[config.mk]
export PLATFORM = sky130hd
export DESIGN_NAME = data_stack
export DESIGN_NICKNAME = d
export VERILOG_FILES = /design/src/rtl/data_stack.sv
export SDC_FILE = /design/constraint.sdc
export NUM_CORES = 1
export LEC_CHECK = 0
export BUFFER_PORTS_ARGS = -buffer_cell sky130_fd_sc_hd__clkbuf_2
export CAP_MARGIN = 30
export CELL_PAD_IN_SITES_DETAIL_PLACEMENT = 1
export CELL_PAD_IN_SITES_GLOBAL_PLACEMENT = 2
export CORE_UTILIZATION = 52
export DETAILED_ROUTE_END_ITERATION = 6
export PLACE_DENSITY = 0.84
export SLEW_MARGIN = 30
export SYNTH_ARGS = -nofsm -noshare
export SYNTH_HDL_FRONTEND = slang
export SYNTH_SLANG_ARGS = --single-unit
[constraint.sdc]
create_clock -name CLK -period 10.35 [get_ports CLK]
set_input_delay 3.105 -clock CLK [delete_from_list [all_inputs] [get_ports CLK]]
set_output_delay 3.105 -clock CLK [all_outputs]
set_load 0.05 [all_outputs]
[src/rtl/data_stack.sv]
// Operand stack for the 16-bit stack processor: top two entries live in registers,
// deeper entries spill to a RAM with synchronous write and asynchronous read.
module data_stack #(
    parameter int DEPTH  = 64,
    parameter int ADDR_W = 6,
    parameter int CNT_W  = 7
) (
    input  logic              CLK,
    input  logic              reset,
    input  logic              en,
    input  logic [2:0]        op,
    input  logic [15:0]       din,
    output logic [15:0]       top_of_stack,
    output logic [15:0]       second_of_stack,
    output logic [CNT_W-1:0]  depth,
    output logic              empty,
    output logic              full,
    output logic              overflow,
    output logic              underflow
);

    typedef enum logic [2:0] {
        OP_NOP     = 3'b000,
        OP_PUSH    = 3'b001,
        OP_DROP    = 3'b010,
        OP_DUP     = 3'b011,
        OP_OVER    = 3'b100,
        OP_SWAP    = 3'b101,
        OP_BINOP   = 3'b110,
        OP_REPLACE = 3'b111
    } op_t;

    localparam logic [CNT_W-1:0] MAX = CNT_W'(DEPTH + 2);
    localparam logic [CNT_W-1:0] C0  = CNT_W'(0);
    localparam logic [CNT_W-1:0] C1  = CNT_W'(1);
    localparam logic [CNT_W-1:0] C2  = CNT_W'(2);
    localparam logic [CNT_W-1:0] C3  = CNT_W'(3);

    logic [15:0]        ram [DEPTH];
    logic [15:0]        tos_q, nos_q, tos_d, nos_d;
    logic [CNT_W-1:0]   depth_q, depth_d;
    logic               ovf_q, ovf_d, unf_q, unf_d;
    logic               ram_we;
    logic [CNT_W-1:0]   sp_wide;
    logic [ADDR_W-1:0]  sp, rd_addr;
    logic [15:0]        refill, push_val;
    logic               is_full;
    op_t                op_e;

    assign op_e    = op_t'(op);
    assign is_full = (depth_q == MAX);
    assign sp_wide = (depth_q >= C2) ? depth_q - C2 : C0;
    assign sp      = sp_wide[ADDR_W-1:0];
    assign rd_addr = sp - ADDR_W'(1);
    // rd_addr is only meaningful (and in range) once a third entry exists
    assign refill  = (depth_q >= C3) ? ram[rd_addr] : 16'h0000;

    always_comb begin
        tos_d    = tos_q;
        nos_d    = nos_q;
        depth_d  = depth_q;
        ovf_d    = ovf_q;
        unf_d    = unf_q;
        ram_we   = 1'b0;
        push_val = 16'h0000;
        if (en) begin
            case (op_e)
                OP_PUSH, OP_DUP, OP_OVER: begin
                    if (is_full) begin
                        ovf_d = 1'b1;
                    end else begin
                        if (op_e == OP_PUSH) begin
                            push_val = din;
                        end else if (op_e == OP_DUP) begin
                            if (depth_q == C0) unf_d = 1'b1;
                            else               push_val = tos_q;
                        end else begin
                            if (depth_q < C2) unf_d = 1'b1;
                            else              push_val = nos_q;
                        end
                        ram_we  = (depth_q >= C2);
                        nos_d   = tos_q;
                        tos_d   = push_val;
                        depth_d = depth_q + C1;
                    end
                end
                OP_DROP: begin
                    if (depth_q == C0) begin
                        unf_d = 1'b1;
                    end else begin
                        tos_d   = nos_q;
                        nos_d   = refill;
                        depth_d = depth_q - C1;
                    end
                end
                OP_BINOP: begin
                    tos_d = din;
                    if (depth_q < C2) begin
                        unf_d   = 1'b1;
                        nos_d   = 16'h0000;
                        depth_d = C1;
                    end else begin
                        nos_d   = refill;
                        depth_d = depth_q - C1;
                    end
                end
                OP_SWAP: begin
                    if (depth_q < C2) begin
                        unf_d = 1'b1;
                    end else begin
                        tos_d = nos_q;
                        nos_d = tos_q;
                    end
                end
                OP_REPLACE: begin
                    tos_d = din;
                    if (depth_q == C0) begin
                        unf_d   = 1'b1;
                        depth_d = C1;
                    end
                end
                default: ;
            endcase
        end
    end

    always_ff @(posedge CLK) begin
        if (reset) begin
            tos_q   <= 16'h0000;
            nos_q   <= 16'h0000;
            depth_q <= C0;
            ovf_q   <= 1'b0;
            unf_q   <= 1'b0;
        end else begin
            tos_q   <= tos_d;
            nos_q   <= nos_d;
            depth_q <= depth_d;
            ovf_q   <= ovf_d;
            unf_q   <= unf_d;
        end
    end

    // RAM contents survive reset; they are unreachable until rewritten
    always_ff @(posedge CLK) begin
        if (!reset && ram_we) ram[sp] <= nos_q;
    end

    assign top_of_stack    = tos_q;
    assign second_of_stack = nos_q;
    assign depth           = depth_q;
    assign empty           = (depth_q == C0);
    assign full            = is_full;
    assign overflow        = ovf_q;
    assign underflow       = unf_q;

endmodule

==> impl_metrics.toml <==
[setup_path]
cp.arrival_ns = 7.25
timing.critical_path.to = "ram[31][10]$_DFFE_PP_"
startpoint = "op[2]"
criticalPathCategory = "in -> reg"
r2r_start = "depth[1]$_SDFFE_PP0P_"
crit_required_ns = 10.73
end_kind = "flip-flop"
r2r_cells = 14
critPathLaunchType = "primary input"
r2r_end = "second_of_stack[8]$_SDFFE_PP0P_"
ff2ff_setup_slack_ns = 3.91
critPathMaxFanout = 28

[floorplanning]
num_io_pins = 65
fp.dieH_um = 288
coreArea_sq_um = 80700
start_util_pct = 52.6
die_w_um = 288
die_area_sq_um = 82700
rows = 104

[cells_and_area]
syn_to_final_growth_pct = 13.1
layout.nets = 2564
fill_cells = 7073
regArea_sq_um = 31600
layoutNonFillerInstCount = 3678
drive_gt1_share_pct = 22.2
multi_input_area_sq_um = 10200

[grt]
grt-busiest-layer = "met2"
grt_pass1_wl_mm = 182
grt_overflow_total = 0
grtUsageMet1_pct = 41.7
antenna_found_initial = 5
grt_use_met2_pct = 49.5
gr-usage-met3_pct = 6.06
grt_usage_pct = 31.1
grt_pass1_vias = 25300
grt_max_degree = 95

[cts]
cts.sinks = 1065
insertion_delay_ns = 0.70
cts_hold_buf = 0
clk_pin_slew_worst_paths_ns = 0.06
cts_resized = 0
cts_tree = "yes"
cts_max_level = 3
cts_inserted_buffers = 104
clockRootBuffer = "clkbuf_16"
post-cts-setup-buffers = 0
cts_buffer_depth = 3

[power_and_ir_drop]
p_leak_nw = 15.7
ir_drop_uv = 169
power_density_nw_per_um2 = 230

[synth]
netlist_area_sq_um = 42400
synth_nets = 2431
ys_ff_latch = 1065
synth_seq_area_share_pct = 74.4
synth.avg_cell_area_sq_um = 17.7
synth-main-ff-cell = "edfxtp_1"
synth.distinct_cells = 70
async_reset_ff_share_pct = 0
synth_cells = 2400
ys_warn_count = 0
synth-edff-count = 1024

[placed_design]
place.gp.congestion = 0.880
dp_cells = 3487
dp_hpwl_mm = 77.5
dp_slack_ns = 2.98
portBuffers = 64

[sta]
fin_crit_sh_pct = 66.4
setup_viol = 0
finalCriticalPeriod_ns = 6.87
tns_ns = 0
clock_skew_ns = 0.0361
slew_viol_final = 0
relSlewSlack_pct = 30.0
finalHoldViolCount = 0
fin_ws_ns = 3.48
rsz0062_at_grt = "false"
max_clock_freq_ghz = 0.146
worstMarginPinSlew_ns = 1.04

[detailed_routing]
via_count = 24600
drt-total-wl_mm = 127
postRouteAntennaNets = 0
drc = 0
vias_per_cell = 6.70
wire_per_inst_um = 34.6
drt_iter0_markers = 3284
drt_pass1_iterations = 5

[run]
max_cap_viol_count = 0

[outcome]
status = "finished, final reports clean"

[hold_path]
hp-class = "reg -> reg"
## Yosys cell counts (3+ instances only)
cell / instances / area [sq um]
edfxtp_1: 1024 / 30700
mux4_2: 190 / 4280
nand2_1: 159 / 597
nor2_1: 152 / 571
clkbuf_1: 96 / 360
a21oi_1: 72 / 360
nand3_1: 72 / 360
mux2i_1: 70 / 701
o211ai_1: 65 / 488
o21ai_0: 50 / 250
a31oi_1: 41 / 257
dfxtp_1: 41 / 821
a221oi_1: 33 / 289
buf_2: 31 / 155
nor3_1: 26 / 130
or2_2: 21 / 131
or3_1: 20 / 125
o22ai_1: 19 / 119
a311oi_1: 17 / 149
and3_1: 15 / 93.8
buf_4: 15 / 113
a211oi_1: 13 / 97.6
and2_1: 12 / 75.1
inv_1: 11 / 41.3
buf_1: 10 / 37.5
ha_1: 9 / 113
nand2b_1: 9 / 56.3
nand4_1: 8 / 50.1
o221ai_1: 8 / 70.1
a22oi_1: 7 / 52.6
o2111ai_1: 6 / 52.6
or4_1: 6 / 45.0
a22o_1: 5 / 43.8
nor2b_1: 5 / 31.3
a31o_2: 4 / 35.0
o21ai_1: 4 / 20.0
o22a_1: 4 / 35.0
xnor2_1: 4 / 35.0
a2111oi_0: 3 / 26.3
a41o_1: 3 / 30.0
nor4_1: 3 / 18.8
o32ai_1: 3 / 26.3
## routing by layer
layer	wire, um	vias up
li1	-	10000
met1	49500	13100
met2	61400	1287
met3	10700	268
met4	5760	2
met5	7	-
## layout make-up
class / count / share of cell area (%)
Clock inverter: 65 / 1.76
Timing Repair Buffer: 179 / 2.53
Clock buffer: 125 / 5.63
Inverter: 12 / 0.112
Tap cell: 1060 / 2.77
Sequential cell: 1065 / 65.9
Multi-Input combinational cell: 1171 / 21.3
Antenna cell: 1 / 0.00522
## power breakdown
group | leakage (nW) | switching (W) | internal (W)
Combinational | 4.06 | 0.00160 | 0.000676
Clock | 1.72 | 0.00167 | 0.00227
Sequential | 9.97 | 0.0000287 | 0.00478
## cell usage in the layout (no fill, tap or decap), drive strengths merged, types with 47 or more instances in the layout
| master | Yosys | layout |
|---|---|---|
| mux4 | 190 | 190 |
| a21oi | 72 | 72 |
| mux2i | 70 | 70 |
| buf | 56 | 115 |
| clkbuf | 96 | 189 |
| o21ai | 54 | 54 |
| edfxtp | 1024 | 1024 |
| nand2 | 160 | 160 |
| nand3 | 72 | 72 |
| clkinv | 1 | 47 |
| nor2 | 153 | 153 |
| o211ai | 65 | 65 |
## sequential cells by signal, indices dropped and copies added, names as in the netlist
name / cells
ram: 1024
second_of_stack: 16
top_of_stack: 16
depth: 7
overflow: 1
underflow: 1
## how the worst min path moves through the flow
stage / startpoint / end / slack [ns] / cells past startpoint
after floorplan: top_of_stack[3]$_SDFFE_PP0P_ / top_of_stack[3]$_SDFFE_PP0P_ / 0.68 / 2
after global placement: overflow$_SDFFE_PP0P_ / overflow$_SDFFE_PP0P_ / 0.45 / 2
after detailed placement: overflow$_SDFFE_PP0P_ / overflow$_SDFFE_PP0P_ / 0.48 / 2
after CTS: overflow$_SDFFE_PP0P_ / overflow$_SDFFE_PP0P_ / 0.49 / 2
after global routing: top_of_stack[4]$_SDFFE_PP0P_ / top_of_stack[4]$_SDFFE_PP0P_ / 0.52 / 2
final: top_of_stack[6]$_SDFFE_PP0P_ / top_of_stack[6]$_SDFFE_PP0P_ / 0.50 / 2
## kinds of logic after synthesis
kind of cell               Yosys count  synth area share [%]
AOI/OAI and AO/OA                  376                  6.06
xor gates and xnor gates             6                 0.159
adders and majority gates            9                 0.265
buffers and inverters              164                  1.68
DFF                               1065                  74.4
muxes                              261                  11.8
and+or+nand+nor                    519                  5.65
## per-stage QoR
step	utilization, %	power (W)	cell area (sq um)	hold slack [ns]
2_1_floorplan	-	0.00621	42400	0.682
3_3_place_gp	55.0	0.00707	44400	0.454
3_5_place_dp	55.0	0.00712	44400	0.479
4_1_cts	59.4	0.0110	47900	0.495
5_1_grt	59.5	0.0113	48000	0.519
6_report	59.5	0.0110	48000	0.499
## worst max-delay path: stages
cell,delay (ns)
clkbuf_2,0.39
nor2b_2,0.77
o21ai_0,0.34
nor4_1,0.53
and2_1,0.29
nand3_1,0.68
nor2_1,0.81
buf_4,0.33
(Power assumes the default switching activity.)
